--- src/rtl/instr_fetch_seq_if.sv ---
// Bus bundle for instr_fetch_seq.
// It carries the ROM fetch port and the valid/ready instruction port towards decode.
// The master side is the sequencer. The slave side is the ROM plus the decode stage.
interface instr_fetch_seq_if;
  logic [7:0] rom_addr;
  logic [7:0] rom_data;
  logic       instr_valid;
  logic       instr_ready;
  logic [7:0] instr_op;
  logic [7:0] instr_imm;
  logic       instr_has_imm;
  logic [7:0] instr_pc;

  modport master (
    output rom_addr,
    input  rom_data,
    output instr_valid,
    input  instr_ready,
    output instr_op,
    output instr_imm,
    output instr_has_imm,
    output instr_pc
  );

  modport slave (
    input  rom_addr,
    output rom_data,
    input  instr_valid,
    output instr_ready,
    input  instr_op,
    input  instr_imm,
    input  instr_has_imm,
    input  instr_pc
  );
endinterface

--- src/rtl/instr_fetch_seq.sv ---
// Fetch-side sequencer for the 8-bit instruction ROM.
// It owns the PC, which is rom_addr itself, and assembles 1- and 2-byte instructions.
// JUMP and NOP are executed locally. Every other instruction is handed to decode
// over a registered valid/ready handshake.
module instr_fetch_seq #(
  parameter logic [7:0] RESET_PC = 8'h00
) (
  input  logic              clk,
  input  logic              rst_n,
  input  logic              run,
  instr_fetch_seq_if.master bus
);

  typedef enum logic [2:0] {
    REQ_OP,
    CAP_OP,
    REQ_IMM,
    CAP_IMM,
    EMIT
  } state_t;

  state_t     state_q, state_d;
  logic [7:0] addr_q, addr_d;
  logic [7:0] op_q, op_d;
  logic [7:0] imm_q, imm_d;
  logic       has_imm_q, has_imm_d;
  logic [7:0] pc_q, pc_d;
  logic       valid_q, valid_d;

  // LOAD (Bx) and JUMP (Cx) carry an operand byte.
  function automatic logic is_two_byte(input logic [7:0] op);
    return (op[7:4] == 4'b1011) || (op[7:4] == 4'b1100);
  endfunction

  function automatic logic is_jump(input logic [7:0] op);
    return op[7:4] == 4'b1100;
  endfunction

  // Next-state and datapath update for the fetch FSM.
  // NOTE: every signal written in this block takes its hold value first, so no path leaves it unassigned and no latch is inferred.
  always_comb begin
    state_d   = state_q;
    addr_d    = addr_q;
    op_d      = op_q;
    imm_d     = imm_q;
    has_imm_d = has_imm_q;
    pc_d      = pc_q;
    valid_d   = valid_q;
    unique case (state_q)
      REQ_OP: begin
        if (run) state_d = CAP_OP;
      end
      CAP_OP: begin
        op_d = bus.rom_data;
        pc_d = addr_q;
        if (is_two_byte(bus.rom_data)) begin
          // The operand lives at PC+1. This wraps 8'hFF to 8'h00.
          addr_d  = addr_q + 8'd1;
          state_d = REQ_IMM;
        end else if (bus.rom_data == 8'hFF) begin
          addr_d  = addr_q + 8'd1;
          state_d = REQ_OP;
        end else begin
          imm_d     = 8'h00;
          has_imm_d = 1'b0;
          valid_d   = 1'b1;
          state_d   = EMIT;
        end
      end
      REQ_IMM: begin
        // This cycle only covers the one-cycle ROM read latency.
        state_d = CAP_IMM;
      end
      CAP_IMM: begin
        imm_d     = bus.rom_data;
        has_imm_d = 1'b1;
        if (is_jump(op_q)) begin
          addr_d  = bus.rom_data;
          state_d = REQ_OP;
        end else begin
          valid_d = 1'b1;
          state_d = EMIT;
        end
      end
      EMIT: begin
        // Hold every output until decode accepts the instruction. A stall can last indefinitely.
        if (bus.instr_ready) begin
          valid_d = 1'b0;
          addr_d  = addr_q + 8'd1;
          state_d = REQ_OP;
        end
      end
      default: begin
        state_d = REQ_OP;
      end
    endcase
  end

  // State and datapath registers. Reset drops any pending emit immediately.
  // NOTE: sequential state uses non-blocking assignments so every register samples pre-edge values.
  always_ff @(posedge clk or negedge rst_n) begin
    if (!rst_n) begin
      state_q   <= REQ_OP;
      addr_q    <= RESET_PC;
      op_q      <= 8'h00;
      imm_q     <= 8'h00;
      has_imm_q <= 1'b0;
      pc_q      <= RESET_PC;
      valid_q   <= 1'b0;
    end else begin
      state_q   <= state_d;
      addr_q    <= addr_d;
      op_q      <= op_d;
      imm_q     <= imm_d;
      has_imm_q <= has_imm_d;
      pc_q      <= pc_d;
      valid_q   <= valid_d;
    end
  end

  assign bus.rom_addr      = addr_q;
  assign bus.instr_valid   = valid_q;
  assign bus.instr_op      = op_q;
  assign bus.instr_imm     = imm_q;
  assign bus.instr_has_imm = has_imm_q;
  assign bus.instr_pc      = pc_q;

endmodule

--- src/flat_wrapper.sv ---
// flat-port wrapper written by rule: the top's interface ports become plain ports
module instr_fetch_seq_flat 
#(
  parameter logic [7:0] RESET_PC = 8'h00
)
  (clk, rst_n, run, bus_rom_addr, bus_rom_data, bus_instr_valid, bus_instr_ready, bus_instr_op, bus_instr_imm, bus_instr_has_imm, bus_instr_pc);
  instr_fetch_seq_if bus_i ();
  input  logic clk;
  input  logic rst_n;
  input  logic run;
  output wire logic [$bits(bus_i.rom_addr)-1:0] bus_rom_addr;
  input wire logic [$bits(bus_i.rom_data)-1:0] bus_rom_data;
  output wire logic [$bits(bus_i.instr_valid)-1:0] bus_instr_valid;
  input wire logic [$bits(bus_i.instr_ready)-1:0] bus_instr_ready;
  output wire logic [$bits(bus_i.instr_op)-1:0] bus_instr_op;
  output wire logic [$bits(bus_i.instr_imm)-1:0] bus_instr_imm;
  output wire logic [$bits(bus_i.instr_has_imm)-1:0] bus_instr_has_imm;
  output wire logic [$bits(bus_i.instr_pc)-1:0] bus_instr_pc;
  assign bus_rom_addr = bus_i.rom_addr;
  assign bus_i.rom_data = bus_rom_data;
  assign bus_instr_valid = bus_i.instr_valid;
  assign bus_i.instr_ready = bus_instr_ready;
  assign bus_instr_op = bus_i.instr_op;
  assign bus_instr_imm = bus_i.instr_imm;
  assign bus_instr_has_imm = bus_i.instr_has_imm;
  assign bus_instr_pc = bus_i.instr_pc;
  instr_fetch_seq #(.RESET_PC(RESET_PC)) u_core (.clk(clk), .rst_n(rst_n), .run(run), .bus(bus_i));
endmodule
--- config.mk ---
export PLATFORM = sky130hd
export DESIGN_NAME = instr_fetch_seq_flat
export DESIGN_NICKNAME = d
export VERILOG_FILES = /design/src/rtl/instr_fetch_seq_if.sv /design/src/rtl/instr_fetch_seq.sv /design/src/flat_wrapper.sv
export SDC_FILE = /design/constraint.sdc
export NUM_CORES = 1
export LEC_CHECK = 0
export CAP_MARGIN = 10
export CORE_ASPECT_RATIO = 0.6
export CORE_MARGIN = 1.5
export CORE_UTILIZATION = 52
export DETAILED_ROUTE_END_ITERATION = 12
export HOLD_SLACK_MARGIN = 0.12
export MAX_ROUTING_LAYER = met4
export PLACE_DENSITY = 0.89
export SETUP_SLACK_MARGIN = 0.3
export SLEW_MARGIN = 20
export SYNTH_ARGS = -nofsm -noshare
export SYNTH_HDL_FRONTEND = slang
export SYNTH_SLANG_ARGS = --single-unit
--- constraint.sdc ---
create_clock -name clk -period 2.6 [get_ports clk]
set_clock_uncertainty 0.1 [all_clocks]
set_input_delay 0.78 -clock clk [delete_from_list [all_inputs] [get_ports clk]]
set_output_delay 0.78 -clock clk [all_outputs]
set_load 0.01 [all_outputs]
==> impl_summary.log <==
INFO  metric max-vdd-ir-drop = 739 µV
INFO  metric critical_path_slowest_stage_cell = sky130_fd_sc_hd__clkdlybuf4s50_1
INFO  metric clk_pin_slew = 80 ps
INFO  metric wl_met1 = 2280 µm
INFO  metric clkSinkCount = 37
INFO  metric clk_root_buffer_cell = sky130_fd_sc_hd__clkbuf_8
INFO  metric synth_unique_cells = 47
INFO  metric clock_tree.htree_level_count = 2
INFO  metric routed.top_layer = met4
INFO  metric dieArea = 3930 µm²
INFO  metric grt_pass1_vias = 1612
INFO  metric via_count = 1599
INFO  metric crit_path_max_incr_delay = 510 ps
INFO  metric drv_cap = 0
INFO  metric tightest_slew = 842 ps
INFO  metric cts_tree = yes
INFO  metric power = 2490 µW
INFO  metric placement_rows = 16
INFO  metric met3RoutedLength = 445 µm
INFO  metric clkLatencyLatePin = 300 ps
INFO  metric static-leakage-power = 0.00107 µW
INFO  metric drc_errors = 0
INFO  metric synth_fp_nets = 177
INFO  metric design.portCount = 46
INFO  metric netlist_instances = 164
INFO  metric initial_core_util = 55.6%
INFO  metric hp-class = reg -> reg
INFO  metric synth_commonest_cells = sky130_fd_sc_hd__dfrtp_1 (37), sky130_fd_sc_hd__mux2_2 (15), sky130_fd_sc_hd__a21oi_1 (12), sky130_fd_sc_hd__nor2_1 (12)
INFO  metric largest_cells_by_area_after_synthesis = sky130_fd_sc_hd__dfrtp_1 (50%), sky130_fd_sc_hd__mux2_2 (9.1%), sky130_fd_sc_hd__a22o_1 (3.8%)
INFO  metric die_h = 49.2 µm
INFO  metric post_synth.cell_area_avg = 11.3 µm²
INFO  metric chipWidth = 79.9 µm
INFO  metric grt_setup_unrepaired = true
INFO  metric synth_top_cell_area_share = 50.1%
INFO  metric floorplan.core_area = 3320 µm²
INFO  metric synth_top_flop_cell = sky130_fd_sc_hd__dfrtp_1
INFO  metric antenna_cells_inserted = 0
INFO  metric required = 2730 ps
INFO  metric route.detailed.vias_per_inst = 6.03
INFO  metric final_hold_viol_count = 0
INFO  metric final_gp_congestion = 0.890
INFO  metric hpwl = 3430 µm
INFO  metric mappedNetlistArea = 1850 µm²
INFO  metric finalWorstPathRequiredPeriod = 2260 ps
INFO  metric crit_path_cell_trace = clkdlybuf4s50_1 -> nand4_1 -> nor3_4 -> nor2_2 -> o21ai_4 -> a22o_1
INFO  metric postSynth.asyncResetShare = 100%
INFO  metric timing.slew.headroom = 43.9%
INFO  metric clock_tree.buffer_depth = 2
INFO  metric synth_most_common_cell = sky130_fd_sc_hd__dfrtp_1
INFO  metric maximum_fanout_along_the_worst_path = 5
INFO  metric worstSetupPathType = in -> reg
INFO  metric drtPass1Iterations = 5
INFO  metric synth.largest_area_cell = sky130_fd_sc_hd__dfrtp_1
INFO  metric maxSlewViolCount = 0
INFO  metric maxClockFrequency = 442 MHz
INFO  metric antenna_found_initial = 0
INFO  metric remaining_antenna_violation_count = 0
INFO  metric postRouteWirelength = 5120 µm
INFO  metric crit_path_start_kind = input pin
INFO  metric layout_cell_share_with_drive_strength_beyond_1 = 25.0%
INFO  metric power-per-cell-area = 996 nW/µm²
INFO  metric routed_wire_length_per_instance = 19.3 µm
INFO  metric setup-violations-final = 0
INFO  metric final_nets = 232
INFO  metric numPortBuffers = 45
INFO  metric fin_setup_tns = 0 ps
INFO  metric number_of_synthesis_warnings = 0
INFO  metric globalRoute.totalOverflow = 0
INFO  metric grt_start_max_net_pins = 38
INFO  metric syn2layout_area_growth = 35.2%
INFO  metric end_kind = flop
INFO  metric global_route_wire_length_before_repair = 8420 µm
INFO  metric numCtsBuffers = 5
INFO  metric track_usage = 29.9%
INFO  metric yosysSeqAreaShare = 50.1%
INFO  metric status = finished clean
INFO  metric met2_length = 2350 µm
INFO  metric worst_ep_arrival_time = 2390 ps
INFO  metric final.period_utilization = 87.0%
INFO  metric synth-edff-count = 0
INFO  metric synth.ff_latch_count = 37
INFO  metric drt-initial-drc-count = 118
[area by class of cell]
type	instances	area (µm²)
Tap cell	45	56.3
Clock inverter	2	10.0
Clock buffer	6	72.6
Sequential cell	37	930
Timing Repair Buffer	57	537
Fill cell	228	827
Inverter	2	7.51
Multi-Input combinational cell	116	883
[path summary, 6_finish.rpt]
kind	startpoint	to	slack [ps]	depth (start not counted)
worst max-delay path	bus_rom_data[2]	u_core.bus.instr_imm[5]$_DFFE_PN0P_	340	6
worst min register to register	u_core.bus.instr_has_imm$_DFFE_PN0P_	u_core.bus.instr_has_imm$_DFFE_PN0P_	390	1
worst min-delay path	u_core.bus.instr_has_imm$_DFFE_PN0P_	u_core.bus.instr_has_imm$_DFFE_PN0P_	390	1
min in group asynchronous	rst_n	u_core.bus.instr_pc[0]$_DFFE_PN0N_	490	1
max in group asynchronous	rst_n	u_core.bus.rom_addr[2]$_DFFE_PN0P_	1340	1
worst max register to register	u_core.state_q[2]$_DFFE_PN0P_	u_core.bus.rom_addr[5]$_DFFE_PN0P_	470	5
[timing repair]
item / 4_1_cts / 5_1_grt
hold buffers: 0 / 0
gates resized for setup: 6 / 6
setup endpoints to repair: 16 / 18
pin swaps: 3 / 4
buffers inserted: 1 / 1
cloned: 1 / 0
[state kept, by name (all words and copies together), names as in the netlist]
name                      flops
u_core.bus.rom_addr           8
u_core.bus.instr_valid        1
u_core.state_q                3
u_core.bus.instr_op           8
u_core.bus.instr_imm          8
u_core.bus.instr_has_imm      1
u_core.bus.instr_pc           8
[where the power goes]
group          switching [µW]  internal, µW  total, µW
registers                 210           771        981
logic                     486           617       1100
clock network             216           186        402
[per-stage QoR]
| stage | cells | utilization, % | setup WS [ps] | hold WS (ps) | instance area, µm² |
|---|---|---|---|---|---|
| final | 265 | 75.1 | 337 | 391 | 2500 |
| after CTS | 264 | 74.4 | 306 | 391 | 2470 |
| after detailed placement | 254 | 71.4 | -93.5 | 366 | 2370 |
| after global routing | 265 | 75.1 | 272 | 419 | 2500 |
| after floorplan | 164 | - | 697 | 384 | 1850 |
| after global placement | 254 | 71.4 | 10.1 | 365 | 2370 |
[logic make-up after synthesis]
group           Yosys count  share of synthesized area, %
compound gates           48                          20.2
buf+inv                  12                          3.12
mux                      17                          10.2
fa+ha+maj                 1                         0.677
simple gates             49                          15.7
flops                    37                          50.1
[layout by cell type, fill, tap and decap left out, types with 4 or more instances in the layout]
cell type,synthesis,routed
sky130_fd_sc_hd__nand2_1,8,7
sky130_fd_sc_hd__clkbuf_8,0,5
sky130_fd_sc_hd__a21oi_1,12,12
sky130_fd_sc_hd__clkdlybuf4s50_1,0,39
sky130_fd_sc_hd__o21ai_0,6,5
sky130_fd_sc_hd__o22a_1,4,4
sky130_fd_sc_hd__dfrtp_1,37,34
sky130_fd_sc_hd__buf_4,2,12
sky130_fd_sc_hd__nand3_1,4,4
sky130_fd_sc_hd__a22o_1,8,8
sky130_fd_sc_hd__mux2_2,15,15
sky130_fd_sc_hd__nor2_1,12,12
[layer usage]
layer	global-route usage [%]	up-vias
met2	45.7	96
li1	-	719
met4	5.17	0
met3	8.41	8
met1	40.7	776
met5	-	-
[critical path: cells and delay by family]
family | cells | cell delay, ps
AO/OA/AOI/OAI | 2 | 420
AND/OR/NAND/NOR | 3 | 680
buffers and inverters | 1 | 510
Power figures use the tool's default switching activity.
